[src/rtl/fetch_line_sched.sv]
// Fill scheduler for the two-line instruction fetch buffer.
// Owns the slot tags/valids, finds demand misses, schedules next-line prefetches,
// runs one I$ line request at a time and steers each returned line into its slot.
// Ports:
//   clk, reset          clock, asynchronous active-high reset
//   FetchAdr/FetchValid current fetch address and its qualifier
//   Invalidate          fence.i: drop all slots and any in-flight fill
//   CacheReady          I$ accepts CacheReq this cycle
//   CacheRespValid      I$ line data valid this cycle
//   CacheReq/CacheReqAdr line request and its line-aligned address
//   SlotWrEn            one-hot slot write strobe, coincident with CacheRespValid
//   SlotHit/SlotValid   per-slot hit and valid
//   Stall               fetch valid but not resident
module fetch_line_sched #(
    parameter int unsigned PA_BITS     = 56,
    parameter int unsigned LINELEN     = 512,
    parameter bit          PREFETCH_EN = 1'b1
) (
    input  logic               clk,
    input  logic               reset,
    input  logic [PA_BITS-1:0] FetchAdr,
    input  logic               FetchValid,
    input  logic               Invalidate,
    input  logic               CacheReady,
    input  logic               CacheRespValid,
    output logic               CacheReq,
    output logic [PA_BITS-1:0] CacheReqAdr,
    output logic [1:0]         SlotWrEn,
    output logic [1:0]         SlotHit,
    output logic [1:0]         SlotValid,
    output logic               Stall
);

    localparam int unsigned OFF   = $clog2(LINELEN / 8);
    localparam int unsigned TAG_W = PA_BITS - OFF;

    typedef enum logic [2:0] {
        S_IDLE,
        S_DREQ,
        S_DWAIT,
        S_PREQ,
        S_PWAIT,
        S_DRAIN
    } state_t;

    state_t             state_q, state_d;
    logic [TAG_W-1:0]   tag_q [2];
    logic [TAG_W-1:0]   tag_d [2];
    logic [1:0]         valid_q, valid_d;
    logic               mru_q, mru_d;
    logic               victim_q, victim_d;
    logic [TAG_W-1:0]   req_tag_q, req_tag_d;
    logic               inv_pend_q, inv_pend_d;

    logic [TAG_W-1:0]   fetch_tag;
    logic [TAG_W-1:0]   next_tag;
    logic [1:0]         match;
    logic [1:0]         slot_hit_c;
    logic               any_hit;
    logic               miss;
    logic               next_resident;
    logic               pf_cond;
    logic               dm_victim;
    logic               fill;
    logic               unused_c;

    // Hit / miss / prefetch decode
    assign fetch_tag     = FetchAdr[PA_BITS-1:OFF];
    assign next_tag      = fetch_tag + TAG_W'(1);
    assign match[0]      = valid_q[0] & (tag_q[0] == fetch_tag);
    assign match[1]      = valid_q[1] & (tag_q[1] == fetch_tag);
    // Slot 0 wins if both slots somehow hold the same line
    assign slot_hit_c[0] = FetchValid & match[0];
    assign slot_hit_c[1] = FetchValid & match[1] & ~match[0];
    assign any_hit       = |slot_hit_c;
    assign miss          = FetchValid & ~any_hit;
    assign next_resident = (valid_q[0] & (tag_q[0] == next_tag)) |
                           (valid_q[1] & (tag_q[1] == next_tag));
    // Second half of a resident line; never wrap past the top of the address space
    assign pf_cond       = PREFETCH_EN & any_hit & FetchAdr[OFF-1] &
                           ~next_resident & ~(&fetch_tag);
    assign dm_victim     = ~valid_q[0] ? 1'b0 : (~valid_q[1] ? 1'b1 : ~mru_q);
    assign unused_c      = ^FetchAdr[OFF-2:0];

    assign SlotHit     = slot_hit_c;
    assign SlotValid   = valid_q;
    assign Stall       = miss;
    assign CacheReq    = (state_q == S_DREQ) | (state_q == S_PREQ);
    assign CacheReqAdr = {req_tag_q, {OFF{1'b0}}};

    // Next-state and fill steering
    always_comb begin
        state_d    = state_q;
        tag_d      = tag_q;
        valid_d    = valid_q;
        mru_d      = any_hit ? slot_hit_c[1] : mru_q;
        victim_d   = victim_q;
        req_tag_d  = req_tag_q;
        inv_pend_d = inv_pend_q;
        SlotWrEn   = 2'b00;
        fill       = 1'b0;

        case (state_q)
            S_IDLE: begin
                inv_pend_d = 1'b0;
                if (!Invalidate) begin
                    if (miss) begin
                        state_d   = S_DREQ;
                        victim_d  = dm_victim;
                        req_tag_d = fetch_tag;
                    end else if (pf_cond) begin
                        state_d   = S_PREQ;
                        victim_d  = ~slot_hit_c[1];
                        req_tag_d = next_tag;
                    end
                end
            end
            S_DREQ, S_PREQ: begin
                // An accepted request cannot be recalled; remember to discard its data
                if (Invalidate) inv_pend_d = 1'b1;
                if (CacheReady) begin
                    inv_pend_d = 1'b0;
                    if (inv_pend_q || Invalidate) state_d = S_DRAIN;
                    else state_d = (state_q == S_DREQ) ? S_DWAIT : S_PWAIT;
                end
            end
            S_DWAIT, S_PWAIT: begin
                if (Invalidate) begin
                    // A response coincident with the invalidate is itself the dropped one
                    state_d = CacheRespValid ? S_IDLE : S_DRAIN;
                end else if (CacheRespValid) begin
                    fill    = 1'b1;
                    state_d = S_IDLE;
                end
            end
            S_DRAIN: begin
                if (CacheRespValid) state_d = S_IDLE;
            end
            default: state_d = S_IDLE;
        endcase

        if (fill) begin
            SlotWrEn[victim_q] = 1'b1;
            tag_d[victim_q]    = req_tag_q;
            valid_d[victim_q]  = 1'b1;
        end
        if (Invalidate) valid_d = 2'b00;
    end

    // State registers
    always_ff @(posedge clk or posedge reset) begin
        if (reset) begin
            state_q    <= S_IDLE;
            tag_q[0]   <= '0;
            tag_q[1]   <= '0;
            valid_q    <= 2'b00;
            mru_q      <= 1'b0;
            victim_q   <= 1'b0;
            req_tag_q  <= '0;
            inv_pend_q <= 1'b0;
        end else begin
            state_q    <= state_d;
            tag_q[0]   <= tag_d[0];
            tag_q[1]   <= tag_d[1];
            valid_q    <= valid_d;
            mru_q      <= mru_d;
            victim_q   <= victim_d;
            req_tag_q  <= req_tag_d;
            inv_pend_q <= inv_pend_d;
        end
    end

endmodule

[config.mk]
export PLATFORM = sky130hd
export DESIGN_NAME = fetch_line_sched
export DESIGN_NICKNAME = d
export VERILOG_FILES = /design/src/rtl/fetch_line_sched.sv
export SDC_FILE = /design/constraint.sdc
export NUM_CORES = 1
export LEC_CHECK = 0
export CAP_MARGIN = 40
export CORE_ASPECT_RATIO = 2
export CORE_MARGIN = 2
export CORE_UTILIZATION = 40
export DETAILED_ROUTE_END_ITERATION = 12
export GPL_TIMING_DRIVEN = 0
export PLACE_DENSITY = 0.66
export SYNTH_ARGS = -nofsm -noshare
export SYNTH_HDL_FRONTEND = slang
export SYNTH_SLANG_ARGS = --single-unit
[constraint.sdc]
create_clock -name clk -period 5.4 [get_ports clk]
set_input_delay 1.08 -clock clk [delete_from_list [all_inputs] [get_ports clk]]
set_output_delay 1.08 -clock clk [all_outputs]
set_load 0.1 [all_outputs]
==> key figures, run 1 <==
Die
  • FP Rows: 86
  • Chip Width: 122 um
  • Die height: 239 um
  • Starting Density: 40.4%
  • Full die area: 29000 sq um
  • Core ar.: 27300 sq um
  • Number of I/O pins: 126

Route
  • First-pass iteration count of the detailed router: 5
  • Met3 Routed Length: 2.82 mm
  • Drt initial violations: 825
  • Max layer used: met4
  • DR vias: 11.0k
  • Met1 WL: 19.1 mm
  • Vias per cell: 5.86
  • Met2 routed WL: 26.6 mm
  • Drt total wl: 53.1 mm
  • Drt wl/cell: 28.3 um
  • Post-route DRC: 0
  • Routed Antenna Nets: 0

Timing
  • Max_slew headroom: 34.5%
  • Worst Tran Pin Value: 978 ps
  • Slew Viols, Final: 0
  • RSZ-0062 raised after global routing: false
  • TNS Setup: 0 ps
  • Max Clock Freq: 187 MHz
  • Post-route setup slack: 43.4 ps
  • Hold Vio Cnt, Final: 0
  • Final setup viols: 0
  • Minimum clock period after layout: 5360 ps
  • Final period utilization: 99.2%
  • Fin Clk Skew: 14.5 ps

Status
  • Status: completed

Worst setup path
  • Setup CP Type: primary input to output port
  • Worst R2R End: req_tag_q[6]$_DFFE_PP0P_
  • Reg2reg path depth: 13
  • CP Launch Point: Invalidate
  • Startpoint types: primary input
  • Crit-path max FO: 10
  • CP Data Required Time: 4320 ps
  • Crit end category: output port
  • R2R setup slack: 1220 ps
  • CP arrival: 4280 ps
  • Worst R2R Start: tag_q[85]$_DFFE_PP0P_

Synthesis
  • FF+latch count, synth: 158
  • Largest area contributor in the netlist: dfrtp_1
  • FFs w/ async S/R, synth: 100%
  • Most common cell in the netlist: nand2_1
  • Mapped Cells: 1329
  • Cell Area, Synth: 11000 sq um
  • Number of synthesized flops with an enable pin: 0
  • Distinct cell type count after synthesis: 72
  • Syn_area_per_cell: 8.31 sq um
  • Sequential-to-total area share from yosys stat: 35.8%
  • Synth top cells by count: nand2_1, dfrtp_1, xnor2_1
  • Synth area leaders: dfrtp_1, nand2_1, xnor2_1
  • Total of warnings raised by yosys: 0
  • Area share of the largest cell type after synthesis: 35.8%
  • Primary FF master, synth: dfrtp_1

Pwr
  • VDD IR max: 0.450 mV
  • Internal power: 4.12 mW
  • Cell area power density: 580 nW/um^2
  • Clock power share: 14.8%
  • Static Leak: 6.19 nW
  • Sw frac: 50.6%
  • Seq pwr share: 27.2%
  • Combinational group share of total power: 58.0%
  • Psw: 4.23 mW

Final layout
  • Layout area overhead: 30.4%
  • # fillers: 2563
  • Multi-input logic area: 6730 sq um
  • Register area: 3950 sq um
  • Fin nets: 1575
  • Ratio of cells with drive above 1 in the final layout: 15.7%
  • Ant diodes: 0

Placed design
  • Routability cong.: 0.986
  • Place WS: -1380 ps
  • Final HPWL DP: 42.6 mm
  • Port bufs: 82

Min path
  • Hold path depth: 2
  • Min-Delay Path Class: flip-flop to flip-flop
  • Worst Hold Path EP: tag_q[49]$_DFFE_PP0P_
  • Hold_sp: tag_q[49]$_DFFE_PP0P_

CTS
  • Max clock buf depth: 2
  • CTS tree: done
  • TritonCTS Buffers: 17
  • H-tree levels: 4
  • Clk slew on worst S/H paths: 70 ps
  • CTS root buf: clkbuf_16
  • Worst-Skew Late Latency: 470 ps
  • Clk sinks: 158

Global routing
  • Vias in the first global route: 11.1k
  • Initial antenna violation count: 0
  • Gr usage total: 37.1%
  • GR Overflow Total: 0
  • Largest net degree at the start of global routing: 92
  • First-pass GRT wire length: 75.8 mm

Flow run
  • Max Cap Violations: 0
placed cells by master (no fill, tap or decap), types with 6 or more instances in the layout:
cell type          n
nand2_1          356
dfrtp_1          158
xnor2_1          119
xor2_1            87
clkdlybuf4s50_1   78
nand4_1           54
buf_8             51
nor2_1            47
clkbuf_1          40
nand3_1           39
mux2_2            29
nor3_1            28
inv_1             26
buf_4             25
mux2_1            25
o21ai_0           22
buf_2             20
nor4_1            19
clkbuf_16         17
and4_1            16
nand2b_1          16
a21oi_1           16
buf_16            12
and2_1            10
or4_1             10
nor2b_1            9
a31oi_1            9
and3_1             8
buf_6              8
nor4_2             7
o22ai_1            7
clkbuf_2           6
o2111ai_1          6
o211ai_1           6
conb_1             6
layer usage:
layer	GRT usage [%]	vias to the layer above
met1	41.5	5399
li1	-	4891
met2	64.0	541
met3	4.70	167
met4	26.7	0
met5	0	-
critical path, stage by stage:
cell and delay, ps:
clkdlybuf4s50_1 560, nor2_1 370, nand4b_1 460, clkinv_2 450, clkbuf_1 510, clkdlybuf4s50_1 630, buf_8 200
registers in the layout (all words and copies together), names as in the netlist:
name / cells
mru_q: 1
state_q: 3
inv_pend_q: 1
req_tag_q: 50
SlotValid: 2
tag_q: 100
victim_q: 1
how the worst max path moves through the flow:
| stage | endpoint | depth (start not counted) |
|---|---|---|
| floorplan | Stall | 10 |
| global placement | state_q[2]$_DFFE_PP0P_ | 2 |
| detailed placement | req_tag_q[15]$_DFFE_PP0P_ | 14 |
| CTS | req_tag_q[15]$_DFFE_PP0P_ | 16 |
| global route | SlotWrEn[0] | 7 |
| finish | SlotWrEn[0] | 7 |
power by group through the flow:
stage / clock network, mW / registers [mW] / logic [mW]
final: 1.23 / 2.28 / 4.85
after global routing: 1.28 / 2.33 / 5.03
after CTS: 1.24 / 2.26 / 4.82
after detailed placement: 0 / 2.27 / 4.78
after global placement: 0 / 2.24 / 3.96
after floorplan: 0 / 3.49 / 1.45
area by class of cell:
cell class / count / area share, %
well taps: 352 / 3.06
repair buffers: 160 / 14.1
inverters: 29 / 0.825
clock buffers: 18 / 2.98
flip-flops and latches: 158 / 27.4
clock inverters: 14 / 1.05
plain buffers: 95 / 3.80
multi-input cells: 1051 / 46.7
through the flow:
| stage | util (%) | hold slack (ps) | instance area [sq um] | total power [mW] | instances |
|---|---|---|---|---|---|
| final | 52.7 | 497 | 14400 | 8.36 | 1877 |
| after global routing | 52.7 | 522 | 14400 | 8.64 | 1877 |
| after CTS | 52.3 | 503 | 14300 | 8.32 | 1872 |
| after detailed placement | 49.5 | 483 | 13500 | 7.05 | 1834 |
| after global placement | 45.4 | 479 | 12400 | 6.20 | 1768 |
| after floorplan | - | 461 | 11100 | 4.94 | 1334 |
cell families (layout without fill, tap and decap cells):
kind of cell / Yosys count / in the layout / synth area share, %
DFF: 158 / 158 / 35.8
buffers and inverters: 125 / 316 / 5.22
AOI/OAI and AO/OA: 115 / 115 / 7.22
other: 1 / 6 / 0.0339
adders and majority gates: 1 / 1 / 0.113
xor gates and xnor gates: 210 / 210 / 16.6
and+or+nand+nor: 664 / 664 / 29.4
muxes: 55 / 55 / 5.59
timing repair:
action                                  4_1_cts  5_1_grt
hold buffers                                  0        0
setup buffers                                 8        5
gates resized for setup                      33       17
endpoints found under the setup margin       54       53
pin swaps                                     5        3
(Power assumes the default switching activity.)
==> run 2, diff against run 1 <==
--- a/config.mk
+++ b/config.mk
@@ -11,6 +11,7 @@
 export CORE_UTILIZATION = 40
 export DETAILED_ROUTE_END_ITERATION = 12
 export GPL_TIMING_DRIVEN = 0
+export HOLD_SLACK_MARGIN = 0.15
 export PLACE_DENSITY = 0.66
 export SYNTH_ARGS = -nofsm -noshare
 export SYNTH_HDL_FRONTEND = slang
==> constraint.sdc (replaced) <==
create_clock -name clk -period 4.75 [get_ports clk]
set_input_delay 0.95 -clock clk [delete_from_list [all_inputs] [get_ports clk]]
set_output_delay 0.95 -clock clk [all_outputs]
set_load 0.1 [all_outputs]
==> run 2 against run 1 <==
Effect of this change:
- worst hold slack improved by 5.7 ps
- setup slack improved by 16 ps
- total power increased by 15%
- via count increased by 0.41%
- utilization increased by 2.2 points
- highest routed layer unchanged
==> key figures, run 2 (same netlist as run 1, synthesis figures left out) <==
Status
  • Status: completed (unchanged)

Timing
  • TNS Setup: 0 ps (unchanged)
  • Slew Viols, Final: 0 (unchanged)
  • Max_slew headroom: 35.0% (was 34.5%)
  • Final setup viols: 0 (unchanged)
  • Minimum clock period after layout: 4690 ps
  • Final period utilization: 98.8%
  • Fin Clk Skew: 13.5 ps (was 14.5 ps)
  • Max Clock Freq: 213 MHz
  • Worst Tran Pin Value: 962 ps (was 978 ps)
  • Hold Vio Cnt, Final: 0 (unchanged)

Final layout
  • Design Area, Final: 15000 sq um (was 14400 sq um)
  • Ratio of cells with drive above 1 in the final layout: 20.2% (was 15.7%)
  • Most frequent cells in the layout: nand2_1, dfrtp_1, xnor2_1, xor2_1, clkdlybuf4s50_1 (unchanged)
  • Max FFs per register: 100 (unchanged)
  • Fin util: 54.9% (was 52.7%)
  • Layout area overhead: 35.8% (was 30.4%)
  • Commonest non-fill, non-tap cell in the layout: nand2_1 (unchanged)
  • Largest Register: tag_q (unchanged)
  • Top Registers: tag_q (100), req_tag_q (50), state_q (3) (unchanged)
  • Fin nets: 1601 (was 1575)

Worst setup path
  • Crit end category: flip-flop (was output port)
  • CP Launch Point: FetchAdr[6] (was Invalidate)
  • Crit-path cells: clkdlybuf4s50_1, ha_1, buf_4, nand2_2, or4_4, nor4_4, xor2_2, o221ai_1, nor4_1, nand4_1, nand3_2, o21ai_2, nor3b_4, buf_12, buf_6, mux2_1 (was clkdlybuf4s50_1, nor2_1, nand4b_1, clkinv_2, clkbuf_1, clkdlybuf4s50_1, buf_8)
  • Startpoint types: primary input (unchanged)
  • CP Data Required Time: 5090 ps (was 4320 ps)
  • Setup CP Type: primary input to flip-flop (was primary input to output port)
  • Reg2reg path depth: 13 (unchanged)
  • Crit-path slowest cell: or4_4 (was clkdlybuf4s50_1)
  • Max stage delay on crit path: 560 ps (was 630 ps)
  • Crit-path max FO: 10 (unchanged)
  • R2R setup slack: 580 ps (was 1220 ps)
  • CP arrival: 5030 ps (was 4280 ps)
  • CP Capture Point: req_tag_q[22]$_DFFE_PP0P_ (was SlotWrEn[0])
  • Worst R2R End: req_tag_q[12]$_DFFE_PP0P_ (was req_tag_q[6]$_DFFE_PP0P_)
  • Worst R2R Start: tag_q[62]$_DFFE_PP0P_ (was tag_q[85]$_DFFE_PP0P_)

Pwr
  • Seq pwr share: 26.9% (was 27.2%)
  • Clock power share: 14.4% (was 14.8%)
  • Internal power: 4.77 mW (was 4.12 mW)
  • Combinational group share of total power: 58.6% (was 58.0%)
  • Cell area power density: 641 nW/um^2 (was 580 nW/um^2)
  • Psw: 4.86 mW (was 4.23 mW)
  • VDD IR max: 0.548 mV (was 0.450 mV)
  • Static Leak: 6.52 nW (was 6.19 nW)
  • Sw frac: 50.5% (was 50.6%)

CTS
  • CTS root buf: clkbuf_16 (unchanged)
  • CTS tree: done (unchanged)
  • Worst-Skew Late Latency: 460 ps (was 470 ps)
  • Max clock buf depth: 2 (unchanged)
  • Clk slew on worst S/H paths: 70 ps (about the same)
  • TritonCTS Buffers: 17 (unchanged)
  • H-tree levels: 4 (unchanged)
  • Clk sinks: 158 (unchanged)

Die
  • Chip Width: 122 um (unchanged)
  • Number of I/O pins: 126 (unchanged)
  • Starting Density: 40.4% (unchanged)
  • FP Rows: 86 (unchanged)
  • Full die area: 29000 sq um (unchanged)
  • Die height: 239 um (unchanged)
  • Core ar.: 27300 sq um (unchanged)

Placed design
  • Routability cong.: 1.04 (was 0.986)
  • Port bufs: 82 (unchanged)
  • Area after DPL: 13600 sq um (was 13500 sq um)
  • Final HPWL DP: 42.7 mm (was 42.6 mm)

Global routing
  • Initial antenna violation count: 1 (was 0)
  • Gr usage total: 37.4% (was 37.1%)
  • GR Overflow Total: 0 (unchanged)
  • Vias in the first global route: 11.1k (about the same)
  • Largest net degree at the start of global routing: 40 (was 92)
  • First-pass GRT wire length: 76.6 mm (was 75.8 mm)

Flow run
  • Max Cap Violations: 0 (unchanged)

Route
  • Routed Antenna Nets: 0 (unchanged)
  • Drt total wl: 53.2 mm (was 53.1 mm)
  • Post-route DRC: 0 (unchanged)
  • First-pass iteration count of the detailed router: 5 (unchanged)
  • Drt wl/cell: 27.9 um (was 28.3 um)
  • DR vias: 11.0k (about the same)
  • Vias per cell: 5.80 (was 5.86)
  • Drt initial violations: 949 (was 825)

Min path
  • Min-Delay Path Class: flip-flop to flip-flop (unchanged)
-- run 2: cell types whose count changed in the layout (fill, tap and decap cells not counted), sizes merged --
cell	delta
buf	+27
clkdlybuf4s50	-6
clkinv	-3
clkinvlp	+3
dlygate4sd2	+3
clkdlybuf4s15	+2
clkbuf	+1
diode	+1
inv	-1
-- run 2: layout make-up --
cell class                 count  area (sq um)
buffer                        93           604
antenna                        1          2.50
clock inverter                13           133
sequential                   158          3950
multi-input combinational   1051          7040
clock buffer                  19           443
tap                          352           440
fill                        2544         12300
timing repair buffer         188          2270
inverter                      29           119
-- run 2: how the worst min path moves through the flow --
stage	from	to	cells past startpoint
after floorplan	tag_q[30]$_DFFE_PP0P_	tag_q[30]$_DFFE_PP0P_	2
after global placement	tag_q[30]$_DFFE_PP0P_	tag_q[30]$_DFFE_PP0P_	2
after detailed placement	tag_q[18]$_DFFE_PP0P_	tag_q[18]$_DFFE_PP0P_	2
after CTS	tag_q[18]$_DFFE_PP0P_	tag_q[18]$_DFFE_PP0P_	2
after global routing	tag_q[89]$_DFFE_PP0P_	tag_q[89]$_DFFE_PP0P_	2
final	tag_q[18]$_DFFE_PP0P_	tag_q[18]$_DFFE_PP0P_	2
-- run 2: through the flow --
stage          hold slack (ps)  instances  setup slack, ps  power (mW)
6_report                   503       1904             59.1        9.62
3_3_place_gp               476       1768            -2450        7.08
3_5_place_dp               486       1837            -1440        8.04
2_1_floorplan              461       1334             -400        5.62
5_1_grt                    520       1903            -1.14        9.96
4_1_cts                    502       1901             2.45        9.56
-- run 2: critical path, delay by kind of cell --
kind	cells	cell delay (ps)
compound gates	2	280
xor+xnor	1	230
fa+ha+maj	1	170
buf+inv	4	1010
mux	1	330
simple gates	7	2020
-- run 2: power groups by stage --
stage	Clock, mW	Combinational (mW)	Sequential [mW]
final	1.39	5.64	2.59
after global routing	1.45	5.85	2.66
after CTS	1.40	5.59	2.57
after detailed placement	0	5.47	2.57
after global placement	0	4.54	2.54
after floorplan	0	1.65	3.97
-- run 2: what timing repair did --
action                     CTS  global route
setup endpoints to repair   58            52
pin swaps                   24             9
resized for setup          100            36
hold buffers                 0             0
cloned                       0             0
buffers inserted            36             3
-- run 2: layer usage --
layer,vias to the layer above,GRT usage (%),share of wire (%)
li1,4947,-,-
met1,5460,44.1,37
met2,487,63.1,49
met3,149,4.34,5.4
met4,0,25.2,7.8
met5,-,0,0
